### config.mk
export PLATFORM = sky130hd
export DESIGN_NAME = puf_challenge_driver_flat
export DESIGN_NICKNAME = d
export VERILOG_FILES = /design/src/rtl/puf_challenge_driver_if.sv /design/src/rtl/puf_challenge_driver.sv /design/src/flat_wrapper.sv
export SDC_FILE = /design/constraint.sdc
export NUM_CORES = 1
export LEC_CHECK = 0
export BUFFER_PORTS_ARGS = -buffer_cell sky130_fd_sc_hd__buf_2
export CELL_PAD_IN_SITES_DETAIL_PLACEMENT = 1
export CELL_PAD_IN_SITES_GLOBAL_PLACEMENT = 2
export CORE_UTILIZATION = 39
export DETAILED_ROUTE_END_ITERATION = 8
export GPL_TIMING_DRIVEN = 0
export PLACE_DENSITY = 0.9
export SYNTH_ARGS = -nofsm -noshare
export SYNTH_HDL_FRONTEND = slang
export SYNTH_SLANG_ARGS = --single-unit
### constraint.sdc
create_clock -name clk -period 4.46 [get_ports clk]
set_input_delay 0.446 -clock clk [delete_from_list [all_inputs] [get_ports clk]]
set_output_delay 0.446 -clock clk [all_outputs]
set_load 0.02 [all_outputs]
### src/rtl/puf_challenge_driver_if.sv
// PUF-side bus (challenge, launch pulse, raw response) and the result stream.
// Result stream handshake: a transfer happens on a rising clk edge where
// resp_valid && resp_ready. Once resp_valid is raised, it and every resp_*
// field hold unchanged until that edge. resp_valid never depends on resp_ready.
interface puf_challenge_driver_if #(
    parameter int CH_W   = 8,
    parameter int RESP_W = 7
);
    logic [CH_W-1:0]   puf_challenge;
    logic              puf_pulse;
    logic [RESP_W-1:0] puf_response;
    logic              resp_valid;
    logic              resp_ready;
    logic [RESP_W-1:0] resp_data;
    logic [CH_W-1:0]   resp_challenge;
    logic [RESP_W-1:0] resp_stable;

    modport master (
        output puf_challenge, puf_pulse,
        input  puf_response,
        output resp_valid, resp_data, resp_challenge, resp_stable,
        input  resp_ready
    );

    modport slave (
        input  puf_challenge, puf_pulse,
        output puf_response,
        input  resp_valid, resp_data, resp_challenge, resp_stable,
        output resp_ready
    );
endinterface

### src/rtl/puf_challenge_driver.sv
// Arbiter-PUF initiator: drives challenges, fires the launch pulse, samples the
// synchronised response NVOTE times per challenge, majority-votes each bit and
// streams {challenge, voted response, stability mask} to the consumer.
module puf_challenge_driver #(
    parameter int              CH_W      = 8,
    parameter int              RESP_W    = 7,
    parameter int              SETTLE    = 4,
    parameter int              NVOTE     = 5,
    parameter logic [CH_W-1:0] LFSR_SEED = 8'hA5
) (
    input  logic            clk,
    input  logic            rst_n,
    input  logic            start,
    input  logic            mode,
    input  logic [CH_W-1:0] chal_in,
    input  logic [7:0]      num_chal,
    output logic            busy,
    output logic            done,
    output logic [2:0]      dbg_state,
    puf_challenge_driver_if.master bus
);
    localparam logic [2:0] S_IDLE    = 3'd0;
    localparam logic [2:0] S_LOW     = 3'd1;
    localparam logic [2:0] S_HIGH    = 3'd2;
    localparam logic [2:0] S_CAPTURE = 3'd3;
    localparam logic [2:0] S_OUTPUT  = 3'd4;
    localparam logic [2:0] S_DONE    = 3'd5;

    localparam int CNT_W = $clog2(NVOTE + 1);
    localparam int PH_W  = $clog2(SETTLE) + 1;

    logic [2:0]        state_q, state_d;
    logic [PH_W-1:0]   phase_q, phase_d;
    logic [CNT_W-1:0]  vote_q, vote_d;
    logic [CNT_W-1:0]  ones_q [RESP_W];
    logic [CNT_W-1:0]  ones_d [RESP_W];
    logic [CH_W-1:0]   chal_q, chal_d;
    logic              mode_q, mode_d;
    logic [8:0]        remain_q, remain_d;
    logic              resp_valid_q, resp_valid_d;
    logic [RESP_W-1:0] resp_data_q, resp_data_d;
    logic [RESP_W-1:0] resp_stable_q, resp_stable_d;
    logic [CH_W-1:0]   resp_chal_q, resp_chal_d;
    logic [RESP_W-1:0] sync1_q, sync1_d, sync2_q, sync2_d;
    logic [CH_W-1:0]   chal_next;

    // Next challenge: increment (wraps) or the 8-bit Fibonacci LFSR step.
    always_comb begin
        if (mode_q) begin
            chal_next = {chal_q[CH_W-2:0], chal_q[7] ^ chal_q[5] ^ chal_q[4] ^ chal_q[3]};
        end else begin
            chal_next = chal_q + CH_W'(1);
        end
    end

    // Sequencer: LOW(2) -> HIGH(SETTLE) -> CAPTURE(1), NVOTE times, then OUTPUT.
    always_comb begin
        state_d       = state_q;
        phase_d       = phase_q;
        vote_d        = vote_q;
        ones_d        = ones_q;
        chal_d        = chal_q;
        mode_d        = mode_q;
        remain_d      = remain_q;
        resp_valid_d  = resp_valid_q;
        resp_data_d   = resp_data_q;
        resp_stable_d = resp_stable_q;
        resp_chal_d   = resp_chal_q;
        sync1_d       = bus.puf_response;
        sync2_d       = sync1_q;
        case (state_q)
            S_IDLE: begin
                if (start) begin
                    mode_d   = mode;
                    chal_d   = (mode && chal_in == '0) ? LFSR_SEED : chal_in;
                    remain_d = (num_chal == 8'd0) ? 9'd256 : {1'b0, num_chal};
                    vote_d   = '0;
                    phase_d  = '0;
                    for (int b = 0; b < RESP_W; b++) ones_d[b] = '0;
                    state_d  = S_LOW;
                end
            end
            S_LOW: begin
                if (phase_q == PH_W'(1)) begin
                    phase_d = '0;
                    state_d = S_HIGH;
                end else begin
                    phase_d = phase_q + PH_W'(1);
                end
            end
            S_HIGH: begin
                if (phase_q == PH_W'(SETTLE - 1)) begin
                    phase_d = '0;
                    state_d = S_CAPTURE;
                end else begin
                    phase_d = phase_q + PH_W'(1);
                end
            end
            S_CAPTURE: begin
                for (int b = 0; b < RESP_W; b++) begin
                    ones_d[b] = ones_q[b] + CNT_W'(sync2_q[b]);
                end
                vote_d = vote_q + CNT_W'(1);
                if (vote_d == CNT_W'(NVOTE)) begin
                    // Result is registered on OUTPUT entry from the updated counts.
                    for (int b = 0; b < RESP_W; b++) begin
                        resp_data_d[b]   = (ones_d[b] > CNT_W'(NVOTE / 2));
                        resp_stable_d[b] = (ones_d[b] == '0) || (ones_d[b] == CNT_W'(NVOTE));
                    end
                    resp_chal_d  = chal_q;
                    resp_valid_d = 1'b1;
                    state_d      = S_OUTPUT;
                end else begin
                    state_d = S_LOW;
                end
            end
            S_OUTPUT: begin
                if (bus.resp_ready) begin
                    resp_valid_d = 1'b0;
                    remain_d     = remain_q - 9'd1;
                    if (remain_q == 9'd1) begin
                        state_d = S_DONE;
                    end else begin
                        vote_d  = '0;
                        for (int b = 0; b < RESP_W; b++) ones_d[b] = '0;
                        chal_d  = chal_next;
                        state_d = S_LOW;
                    end
                end
            end
            S_DONE: begin
                state_d = S_IDLE;
            end
            default: begin
                state_d = S_IDLE;
            end
        endcase
    end

    // State, counters, result registers and response synchroniser.
    always_ff @(posedge clk or negedge rst_n) begin
        if (!rst_n) begin
            state_q       <= S_IDLE;
            phase_q       <= '0;
            vote_q        <= '0;
            for (int b = 0; b < RESP_W; b++) ones_q[b] <= '0;
            chal_q        <= '0;
            mode_q        <= 1'b0;
            remain_q      <= '0;
            resp_valid_q  <= 1'b0;
            resp_data_q   <= '0;
            resp_stable_q <= '0;
            resp_chal_q   <= '0;
            sync1_q       <= '0;
            sync2_q       <= '0;
        end else begin
            state_q       <= state_d;
            phase_q       <= phase_d;
            vote_q        <= vote_d;
            ones_q        <= ones_d;
            chal_q        <= chal_d;
            mode_q        <= mode_d;
            remain_q      <= remain_d;
            resp_valid_q  <= resp_valid_d;
            resp_data_q   <= resp_data_d;
            resp_stable_q <= resp_stable_d;
            resp_chal_q   <= resp_chal_d;
            sync1_q       <= sync1_d;
            sync2_q       <= sync2_d;
        end
    end

    // Pulse decodes straight from state so reset drops it without a clock.
    always_comb begin
        bus.puf_pulse      = (state_q == S_HIGH) || (state_q == S_CAPTURE);
        bus.puf_challenge  = chal_q;
        bus.resp_valid     = resp_valid_q;
        bus.resp_data      = resp_data_q;
        bus.resp_stable    = resp_stable_q;
        bus.resp_challenge = resp_chal_q;
        busy               = (state_q != S_IDLE) && (state_q != S_DONE);
        done               = (state_q == S_DONE);
        dbg_state          = state_q;
    end
endmodule
### src/flat_wrapper.sv
// flat-port wrapper written by rule: the top's interface ports become plain ports
module puf_challenge_driver_flat 
#(
    parameter int              CH_W      = 8,
    parameter int              RESP_W    = 7,
    parameter int              SETTLE    = 4,
    parameter int              NVOTE     = 5,
    parameter logic [CH_W-1:0] LFSR_SEED = 8'hA5
)
  (clk, rst_n, start, mode, chal_in, num_chal, busy, done, dbg_state, bus_puf_challenge, bus_puf_pulse, bus_puf_response, bus_resp_valid, bus_resp_data, bus_resp_challenge, bus_resp_stable, bus_resp_ready);
  puf_challenge_driver_if #(.CH_W(CH_W), .RESP_W(RESP_W)) bus_i ();
  input  logic clk;
  input  logic rst_n;
  input  logic start;
  input  logic mode;
  input  logic [CH_W-1:0] chal_in;
  input  logic [7:0] num_chal;
  output logic busy;
  output logic done;
  output logic [2:0] dbg_state;
  output wire logic [$bits(bus_i.puf_challenge)-1:0] bus_puf_challenge;
  output wire logic [$bits(bus_i.puf_pulse)-1:0] bus_puf_pulse;
  input wire logic [$bits(bus_i.puf_response)-1:0] bus_puf_response;
  output wire logic [$bits(bus_i.resp_valid)-1:0] bus_resp_valid;
  output wire logic [$bits(bus_i.resp_data)-1:0] bus_resp_data;
  output wire logic [$bits(bus_i.resp_challenge)-1:0] bus_resp_challenge;
  output wire logic [$bits(bus_i.resp_stable)-1:0] bus_resp_stable;
  input wire logic [$bits(bus_i.resp_ready)-1:0] bus_resp_ready;
  assign bus_puf_challenge = bus_i.puf_challenge;
  assign bus_puf_pulse = bus_i.puf_pulse;
  assign bus_i.puf_response = bus_puf_response;
  assign bus_resp_valid = bus_i.resp_valid;
  assign bus_resp_data = bus_i.resp_data;
  assign bus_resp_challenge = bus_i.resp_challenge;
  assign bus_resp_stable = bus_i.resp_stable;
  assign bus_i.resp_ready = bus_resp_ready;
  puf_challenge_driver #(.CH_W(CH_W), .RESP_W(RESP_W), .SETTLE(SETTLE), .NVOTE(NVOTE), .LFSR_SEED(LFSR_SEED)) u_core (.clk(clk), .rst_n(rst_n), .start(start), .mode(mode), .chal_in(chal_in), .num_chal(num_chal), .busy(busy), .done(done), .dbg_state(dbg_state), .bus(bus_i));
endmodule
**After elaboration in Yosys (flattened, before gate mapping)**

Cells that the tools add are included.

- Reduce and logical (&&, ||, !) cells: 33
- Magnitude comparators: 7
- Add/sub/neg operators: 11
- Bitwise operators: 3
- Eq/ne operators: 23
- Muxes and demuxes: 31

Operator list:

| kind | count |
|---|---|
| 21-bit two-way mux | 3 |
| 21-bit one-hot mux with 3 select lines | 1 |
| 8-bit two-way mux | 5 |
| 3-bit two-way mux | 11 |
| 3-bit == test (second input constant) | 10 |
| 9-bit two-way mux | 3 |
| 3-bit logical NOT | 8 |
| 3-bit by 1-bit adder with 3-bit output | 7 |
| 3-bit by 2-bit > comparator with 1-bit output (second input constant) | 7 |
| 3-bit one-hot mux with 3 select lines | 2 |
| 9-bit one-hot mux with 2 select lines | 1 |
| 8-bit logical NOT | 2 |
| 8-bit one-hot mux with 2 select lines | 1 |
| 3-bit one-hot mux with 5 select lines | 1 |
| 4-bit AND reduction | 3 |
| 3-bit by 2-bit == test with 1-bit output (second input constant) | 3 |
| 9-bit by 1-bit == test with 1-bit output (second input constant) | 1 |
| 3-bit nonzero test | 3 |
| 9-bit by 1-bit subtractor with 9-bit output (second input constant) | 1 |
| 8-bit by 1-bit adder with 8-bit output (second input constant) | 1 |
| 1-bit logical OR | 8 |
| 3-bit by 1-bit adder with 3-bit output (second input constant) | 2 |
| 3-bit by 1-bit == test with 1-bit output (second input constant) | 2 |
| 2-bit by 1-bit != test with 1-bit output (second input constant) | 3 |
| other kinds (9) | 19 |

- Output and inout bits: 37
- Logic and storage cells: 127
- Bits of input ports: 28
- Flip-flop bits (word level): 85

**Depth between registers and ports, before layout**

Gate-level depths: netlist of the first run.

- Depth after elaboration: 7
- Mapped depth: 7

**Least setup slack after synthesis of the first run**

Ideal clock, no wire load.

- Path type: flip-flop to flip-flop
- From: register u_core.state_q[1], in the netlist u_core.dbg_state[1]
- To: register u_core.chal_q[7], in the netlist u_core.bus.puf_challenge[7]
- Required time: 4.331 ns
- Slack: 2.701 ns
- Arrival time: 1.631 ns
- Stages on the path, launching flop included: 7
- Path buffers: 2
- Cell sequence: dfrtp_1 -> buf_6 -> or3b_1 -> buf_2 -> or3_1 -> mux2i_1 -> o41ai_1

- Cells in the longest elaborated chain, start to end: 3
- Elaborated cells on any way between the ends: 8

RTL lines:

| item | RTL line | text |
|---|---|---|
| from (decl) | puf_challenge_driver.sv:32 | `logic [2:0] state_q, state_d;` |
| from (signal assigned) | puf_challenge_driver.sv:157 | `state_q <= state_d;` |
| 3-bit == test / 3-bit logical NOT (equally long branches) | puf_challenge_driver.sv:71 | `case (state_q)` |
| 2-bit != test (no line) / 2-bit nonzero test (equally long branches) | -- |  |
| 4-bit AND reduction (no line) | -- |  |
| to (signal assigned) | puf_challenge_driver.sv:161 | `chal_q <= chal_d;` |
| to (decl) | puf_challenge_driver.sv:37 | `logic [CH_W-1:0] chal_q, chal_d;` |

Parallel ways exist; a longest one is shown, timed or not.
A chain may end at the register's enable or synchronous reset.

**Worst setup path after layout of the first run**

- From: register u_core.state_q[2], in the netlist u_core.dbg_state[2]
- To: output port busy

- Cells in the longest elaborated chain, start to end: 2
- Elaborated cells on any way between the ends: 3

RTL lines:

| item | RTL line | text |
|---|---|---|
| 3-bit != test / 3-bit nonzero test (equally long branches) | puf_challenge_driver.sv:181 | `busy = (state_q != S_IDLE) && (state_q != S_DONE);` |
| 1-bit logical AND (*) | puf_challenge_driver.sv:181 |  |
| to (decl) | flat_wrapper.sv:18 | `output logic busy;` |

Every way passes the cells marked *; elsewhere a longest branch is shown, timed or not.

==> results of run 1 <==
[cells by family (layout without fill, tap and decap cells)]
family,count (synthesis),count (layout),share of synthesized area (%)
compound gates,107,107,16.6
xor+xnor,13,13,2.65
fa+ha+maj,23,23,6.70
buf+inv,39,120,3.93
flops,85,85,49.5
mux,23,23,6.00
simple gates,119,119,14.5
[critical path: stages (launching register included)]
cell and delay, ns:
dfrtp_1 0.47, clkbuf_1 0.40, xnor2_1 0.17, nand2b_1 0.07
buf_2 0.15
[sequential cells by signal, indices dropped and copies added (netlist names)]
signal                     cells
u_core.bus.puf_challenge       8
u_core.dbg_state               3
u_core.bus.resp_challenge      8
u_core.mode_q                  1
u_core.bus.resp_valid          1
u_core.remain_q                9
u_core.bus.resp_data           7
u_core.sync2_q                 7
u_core.bus.resp_stable         7
u_core.phase_q                 3
u_core.sync1_q                 7
u_core.vote_q                  3
u_core.ones_q                 21
[power by group]
group | internal (mW) | switching, mW
Clock | 0.344 | 0.272
Sequential | 1.01 | 0.195
Combinational | 0.515 | 0.775
Total | 1.87 | 1.24
[layout make-up]
cell class / instances / area [sq um] / area share (%)
repair buffers: 66 / 360 / 7.14
multi-input cells: 285 / 2000 / 39.6
clock inverters: 3 / 68.8 / 1.36
plain buffers: 22 / 105 / 2.08
clock buffers: 12 / 155 / 3.07
flip-flops and latches: 85 / 2130 / 42.1
inverters: 17 / 63.8 / 1.26
well taps: 136 / 170 / 3.37
[layer usage]
layer	vias to the layer above	track usage (%)	wire length [um]
met5	-	0	0
met4	0	6.95	170
met3	15	3.59	297
met2	61	34.9	5240
met1	1738	26.8	5110
li1	1622	-	-
[worst max-delay path by stage]
stage	start	endpoint	slack [ns]	cells after the start
floorplan	u_core.dbg_state[1]	u_core.bus.puf_challenge[7]	2.70	6
global placement	rst_n	u_core.bus.resp_stable[2]	2.12	1
detailed placement	start	u_core.bus.puf_challenge[7]	2.37	6
CTS	u_core.dbg_state[2]	busy	2.36	4
global route	u_core.dbg_state[2]	busy	2.26	4
finish	u_core.dbg_state[2]	busy	2.40	4
[cells in the final DEF, fill, tap and decap left out, types with 3 or more instances in the layout]
master     instances
clkbuf_1          11
ha_1              23
mux2i_1            4
nor3_1            11
a22o_1            14
nand3_1            8
nor2_1            16
dfrtp_1           85
o2bb2ai_1          6
nor4_1             5
mux2_1            14
nand2b_1           3
or3_1              4
a211oi_1           4
xnor2_1           11
nand2_1           35
a21oi_1           14
o21ai_0           16
o31ai_1            9
mux2_2             4
nor2b_1           21
and2_1             3
inv_1             17
a21o_1             3
clkbuf_8          11
o21ai_1           20
buf_2             72
[through the flow]
| stage | setup WS (ns) | instances | hold slack (ns) | cell area [sq um] |
|---|---|---|---|---|
| final | 2.40 | 626 | 0.185 | 5050 |
| after global placement | 2.12 | 609 | 0.333 | 4780 |
| after CTS | 2.36 | 626 | 0.165 | 5050 |
| after detailed placement | 2.37 | 610 | 0.336 | 4810 |
| after floorplan | 2.70 | 409 | 0.150 | 4290 |
| after global routing | 2.26 | 626 | 0.173 | 5050 |
==> flow_summary.json, run 1 <==
{
  "fin_util_pct": 48.0,
  "ys_ff_latch": 85,
  "avgViaCountPerCell": 5.49,
  "synth_nets": 460,
  "postCtsSetupBuffers": 0,
  "grt_first_pass_wirelength_um": 18400,
  "fill_cells": 1179,
  "die-width_um": 107,
  "synth_edf_count": 0,
  "worstMarginPinSlew_ns": 0.680,
  "synthesis.instances": 409,
  "nets": 537,
  "min_path_type": "in2reg",
  "clockBufferDepth": 2,
  "first_iter_violations": 88,
  "r2r_cells": 5,
  "critPathLaunchType": "flip-flop",
  "cts_max_level": 3,
  "maxSlewHeadroom_pct": 54.5,
  "core_sq_um": 10500,
  "synth_area_sq_um": 4290,
  "clkTransAtPathRegs_ns": 0.09,
  "avgSynthCellArea_sq_um": 10.5,
  "synth_top_flop_cell": "dfrtp_1",
  "cts_resized": 0,
  "clock_skew_ns": 0.0128,
  "drc": 0,
  "slew_viol_final": 0,
  "synth_top_cell_by_area": "dfrtp_1",
  "irDropWorstVdd_uv": 288,
  "p_leak_nw": 2.44,
  "cts_tree": "done",
  "setup_viol": 0,
  "gp_congestion": 0.793,
  "crit_type": "reg2out",
  "period_minus_slack_ns": 2.06,
  "ys_top_cells_by_area": "dfrtp_1 50%, ha_1 6.7%, mux2_1 3.7%",
  "antenna_found_initial": 0,
  "end_kind": "output port",
  "vias": 3436,
  "grt_max_degree": 61,
  "cp_data_required_time_ns": 4.01,
  "max_freq_mhz": 484,
  "row_count": 37,
  "reg2reg_from": "u_core.dbg_state[2]",
  "globalRouteOverflowTotal": 0,
  "whs_path_depth": 1,
  "first_pass_iters": 4,
  "hold_violations": 0,
  "p_total_mw": 3.11,
  "die_y_um": 107,
  "synth_top_area_share_pct": 49.5,
  "min_from": "bus_puf_response[2]",
  "power_density_nw_per_um2": 616,
  "routedWlPerCell_um": 17.3,
  "port_buffers": 64,
  "cts_made_buffers": 9,
  "postRouteAntennaNets": 0,
  "ioPinCount": 65,
  "yosysSeqAreaShare_pct": 49.5,
  "hold_buffers": 1,
  "rsz0062_at_grt": "no",
  "ys_warn_count": 0,
  "status": "completed",
  "arrival_ns": 1.62,
  "clkSinkCount": 85,
  "dieArea_sq_um": 11400,
  "fin_crit_sh_pct": 46.3,
  "routed_wl_um": 10800,
  "reg2reg_to": "u_core.bus.puf_challenge[7]",
  "tns_ns": 0,
  "hpwl_um": 7770,
  "ys_types": 56,
  "yosysMostFrequentCell": "dfrtp_1",
  "grtUsageTotal_pct": 20.7,
  "grt_pass1_vias": 3750,
  "clock_latency_ns": 0.36,
  "min_to": "u_core.sync1_q[2]",
  "rrSetupSlack_ns": 2.44,
  "async_flop_share_pct": 100,
  "clockRootBuffer": "clkbuf_8",
  "synth_common_cells": "85 x dfrtp_1, 35 x nand2_1, 23 x ha_1",
  "initial_core_util_pct": 40.9,
  "drive_gt1_share_pct": 20.8,
  "crit_fanout": 10,
  "maxCapViolations": 0,
  "area_growth_pct": 17.6,
  "n_antenna_cell": 0
}
Note: power is estimated with default switching activity, not from simulation.
==> run 2, diff against run 1 <==
--- a/config.mk
+++ b/config.mk
@@ -5,13 +5,14 @@
 export SDC_FILE = /design/constraint.sdc
 export NUM_CORES = 1
 export LEC_CHECK = 0
+export ABC_AREA = 1
 export BUFFER_PORTS_ARGS = -buffer_cell sky130_fd_sc_hd__buf_2
 export CELL_PAD_IN_SITES_DETAIL_PLACEMENT = 1
 export CELL_PAD_IN_SITES_GLOBAL_PLACEMENT = 2
-export CORE_UTILIZATION = 39
+export CORE_UTILIZATION = 30
 export DETAILED_ROUTE_END_ITERATION = 8
 export GPL_TIMING_DRIVEN = 0
-export PLACE_DENSITY = 0.9
+export PLACE_DENSITY = 0.81
 export SYNTH_ARGS = -nofsm -noshare
 export SYNTH_HDL_FRONTEND = slang
 export SYNTH_SLANG_ARGS = --single-unit
==> constraint.sdc (replaced) <==
create_clock -name clk -period 1.8 [get_ports clk]
set_input_delay 0.18 -clock clk [delete_from_list [all_inputs] [get_ports clk]]
set_output_delay 0.18 -clock clk [all_outputs]
set_load 0.02 [all_outputs]
==> run 2 against run 1 <==
  * Total power grew to 2.8 times the previous value
  * Design area grew 5.1%
  * Register-to-register slack lost 2.3 ns
  * Via count grew 9.2%
  * Critical path type is now reg2reg
  * Critical endpoint is now u_core.ones_q[9]
  * Largest cell class unchanged
==> flow_summary.json, run 2 <==
{
  "status": "completed",
  "clock_skew_ns": 0.00555,
  "dieArea_sq_um": 14800,
  "area_growth_pct": 23.9,
  "die-width_um": 121,
  "fin_crit_sh_pct": 94.2,
  "synth_top_cell_by_area": "dfrtp_1",
  "synthesis.instances": 531,
  "final_cell_count_no_fill": 803,
  "clkTransAtPathRegs_ns": 0.06,
  "yosysSeqAreaShare_pct": 49.7,
  "vias": 3753,
  "grtUsageTotal_pct": 17.1,
  "synth_area_sq_um": 4280,
  "nets": 669,
  "clkSinkCount": 85,
  "worstMarginPinSlew_ns": 0.540,
  "reg2reg_to": "u_core.ones_q[9]",
  "min_to": "u_core.remain_q[3]",
  "setup_ws_ns": 0.105,
  "globalRouteOverflowTotal": 0,
  "maxCapViolations": 0,
  "grt_max_degree": 68,
  "arrival_ns": 1.98,
  "regMostFlops": "u_core.ones_q",
  "period_minus_slack_ns": 1.70,
  "min_path_type": "in2reg",
  "ys_top_cells_by_area": "dfrtp_1 50%, nand2_1 18%, ha_1 6.7%",
  "drive_gt1_share_pct": 18.6,
  "crit_fanout": 10,
  "synth_top_area_share_pct": 49.7,
  "tns_ns": 0,
  "slew_viol_final": 0,
  "antenna_found_initial": 0,
  "first_iter_violations": 115,
  "ys_types": 32,
  "largest_register_ffs": 21,
  "async_flop_share_pct": 100,
  "rrSetupSlack_ns": 0.10,
  "routed_wl_um": 11400,
  "port_buffers": 64,
  "synth_edf_count": 0,
  "maxSlewHeadroom_pct": 64.0,
  "cts_made_buffers": 9,
  "dp_slack_ns": -0.0356,
  "reg2reg_from": "u_core.dbg_state[0]",
  "p_total_mw": 8.72,
  "initial_core_util_pct": 30.9,
  "cts_tree": "done",
  "mostFrequentLayoutCells": "200 x nand2_1, 83 x dfrtp_1, 63 x buf_2, 39 x nor2_1, 38 x inv_1",
  "clockBufferDepth": 2,
  "ioPinCount": 65,
  "reg_top3": "u_core.ones_q: 21 flops, u_core.remain_q: 9 flops",
  "clock_latency_ns": 0.35,
  "synth_nets": 582,
  "critPathLaunchType": "flip-flop",
  "hold_violations": 0,
  "crit_type": "reg2reg",
  "drc": 0,
  "grt_pass1_vias": 4000,
  "p_leak_nw": 2.78,
  "avgSynthCellArea_sq_um": 8.07,
  "cp_data_required_time_ns": 2.08,
  "power_density_nw_per_um2": 1640,
  "gp_congestion": 0.795,
  "routedWlPerCell_um": 14.2,
  "ys_warn_count": 0,
  "synth_top_flop_cell": "dfrtp_1",
  "n_antenna_cell": 0,
  "setup_viol": 0,
  "irDropWorstVdd_uv": 659,
  "synth_common_cells": "200 x nand2_1, 85 x dfrtp_1, 40 x nor2_1",
  "yosysMostFrequentCell": "nand2_1",
  "grt_first_pass_wirelength_um": 19400,
  "postRouteAntennaNets": 0,
  "min_from": "num_chal[3]",
  "avgViaCountPerCell": 4.67,
  "hpwl_um": 8450,
  "fill_cells": 1685,
  "ys_ff_latch": 85,
  "max_freq_mhz": 590,
  "cts_max_level": 3,
  "row_count": 43,
  "final_common_cell": "nand2_1",
  "end_kind": "flip-flop",
  "whs_path_depth": 3,
  "core_sq_um": 13900,
  "clockRootBuffer": "clkbuf_16",
  "placedCellCount": 776,
  "first_pass_iters": 4,
  "rsz0062_at_grt": "yes",
  "r2r_cells": 10,
  "die_y_um": 121,
  "timing.hold.ws_ns": 0.118
}
==> run 2: changes by cell type in the layout (fill, tap and decap cells not counted), sizes merged, moves of 14 or more <==
cell | before | now
nand2 | 35 | 204
inv | 17 | 43
nand3 | 8 | 28
nor2 | 17 | 42
mux2 | 19 | 0
a22o | 14 | 0
nor2b | 21 | 0
==> run 2: area by class of cell <==
type	instances	area (sq um)	area share, %
Buffer	13	86.3	1.63
Clock buffer	11	253	4.76
Clock inverter	5	57.6	1.08
Inverter	44	169	3.18
Multi-Input combinational cell	389	1930	36.4
Sequential cell	85	2130	40.1
Tap cell	180	225	4.25
Timing Repair Buffer	76	453	8.54
==> run 2: how the worst max path moves through the flow <==
stage,start,cells past startpoint,slack [ns],endpoint
after global routing,u_core.dbg_state[0],9,-0.03,u_core.bus.puf_challenge[3]
after CTS,u_core.dbg_state[0],9,0.03,u_core.bus.puf_challenge[6]
final,u_core.dbg_state[0],10,0.10,u_core.ones_q[9]
after detailed placement,u_core.dbg_state[0],9,-0.04,u_core.bus.puf_challenge[6]
after global placement,rst_n,1,-0.28,u_core.remain_q[0]
after floorplan,u_core.dbg_state[1],7,0.29,u_core.bus.resp_data[6]
==> run 2: cells by family after synthesis <==
family | Yosys count | share of synthesized area [%]
AOI/OAI and AO/OA | 73 | 9.23
xor gates and xnor gates | 8 | 1.64
adders and majority gates | 23 | 6.72
buffers and inverters | 57 | 5.70
DFF | 85 | 49.7
and+or+nand+nor | 285 | 27.1
==> run 2: repair_timing <==
item | CTS | global route
cloned | 0 | 0
pin swaps | 1 | 0
buffers inserted | 3 | 0
endpoints found under the hold margin | 25 | 0
hold buffers | 8 | 0
endpoints found under the setup margin | 24 | 53
resized for setup | 1 | 12
==> run 2: routing by layer <==
metal,part of all wire [%],track usage (%)
met2,48,28.7
met4,1.2,5.09
met3,4.0,4.42
met1,47,21.4
met5,0,0
==> run 2: where the power goes <==
part	switching (mW)	leakage, nW	total, mW	internal [mW]
sequential	0.556	1.06	3.13	2.57
clock	0.791	0.156	1.94	1.15
combinational	2.39	1.56	3.65	1.26
==> run 2: worst max-delay path, stage by stage, from the launching register on <==
cell	delay, ns
dfrtp_2	0.45
inv_1	0.13
nand2_2	0.12
nor2_2	0.17
nand2_1	0.10
nand2_1	0.12
inv_2	0.04
o211ai_2	0.16
buf_6	0.22
nand2_1	0.06
nand2_1	0.06
==> run 2: per-stage QoR <==
stage | utilization [%] | area (sq um)
2_1_floorplan | - | 4280
3_3_place_gp | 34.8 | 4830
3_5_place_dp | 35.0 | 4860
4_1_cts | 38.0 | 5270
5_1_grt | 38.2 | 5310
6_report | 38.2 | 5310
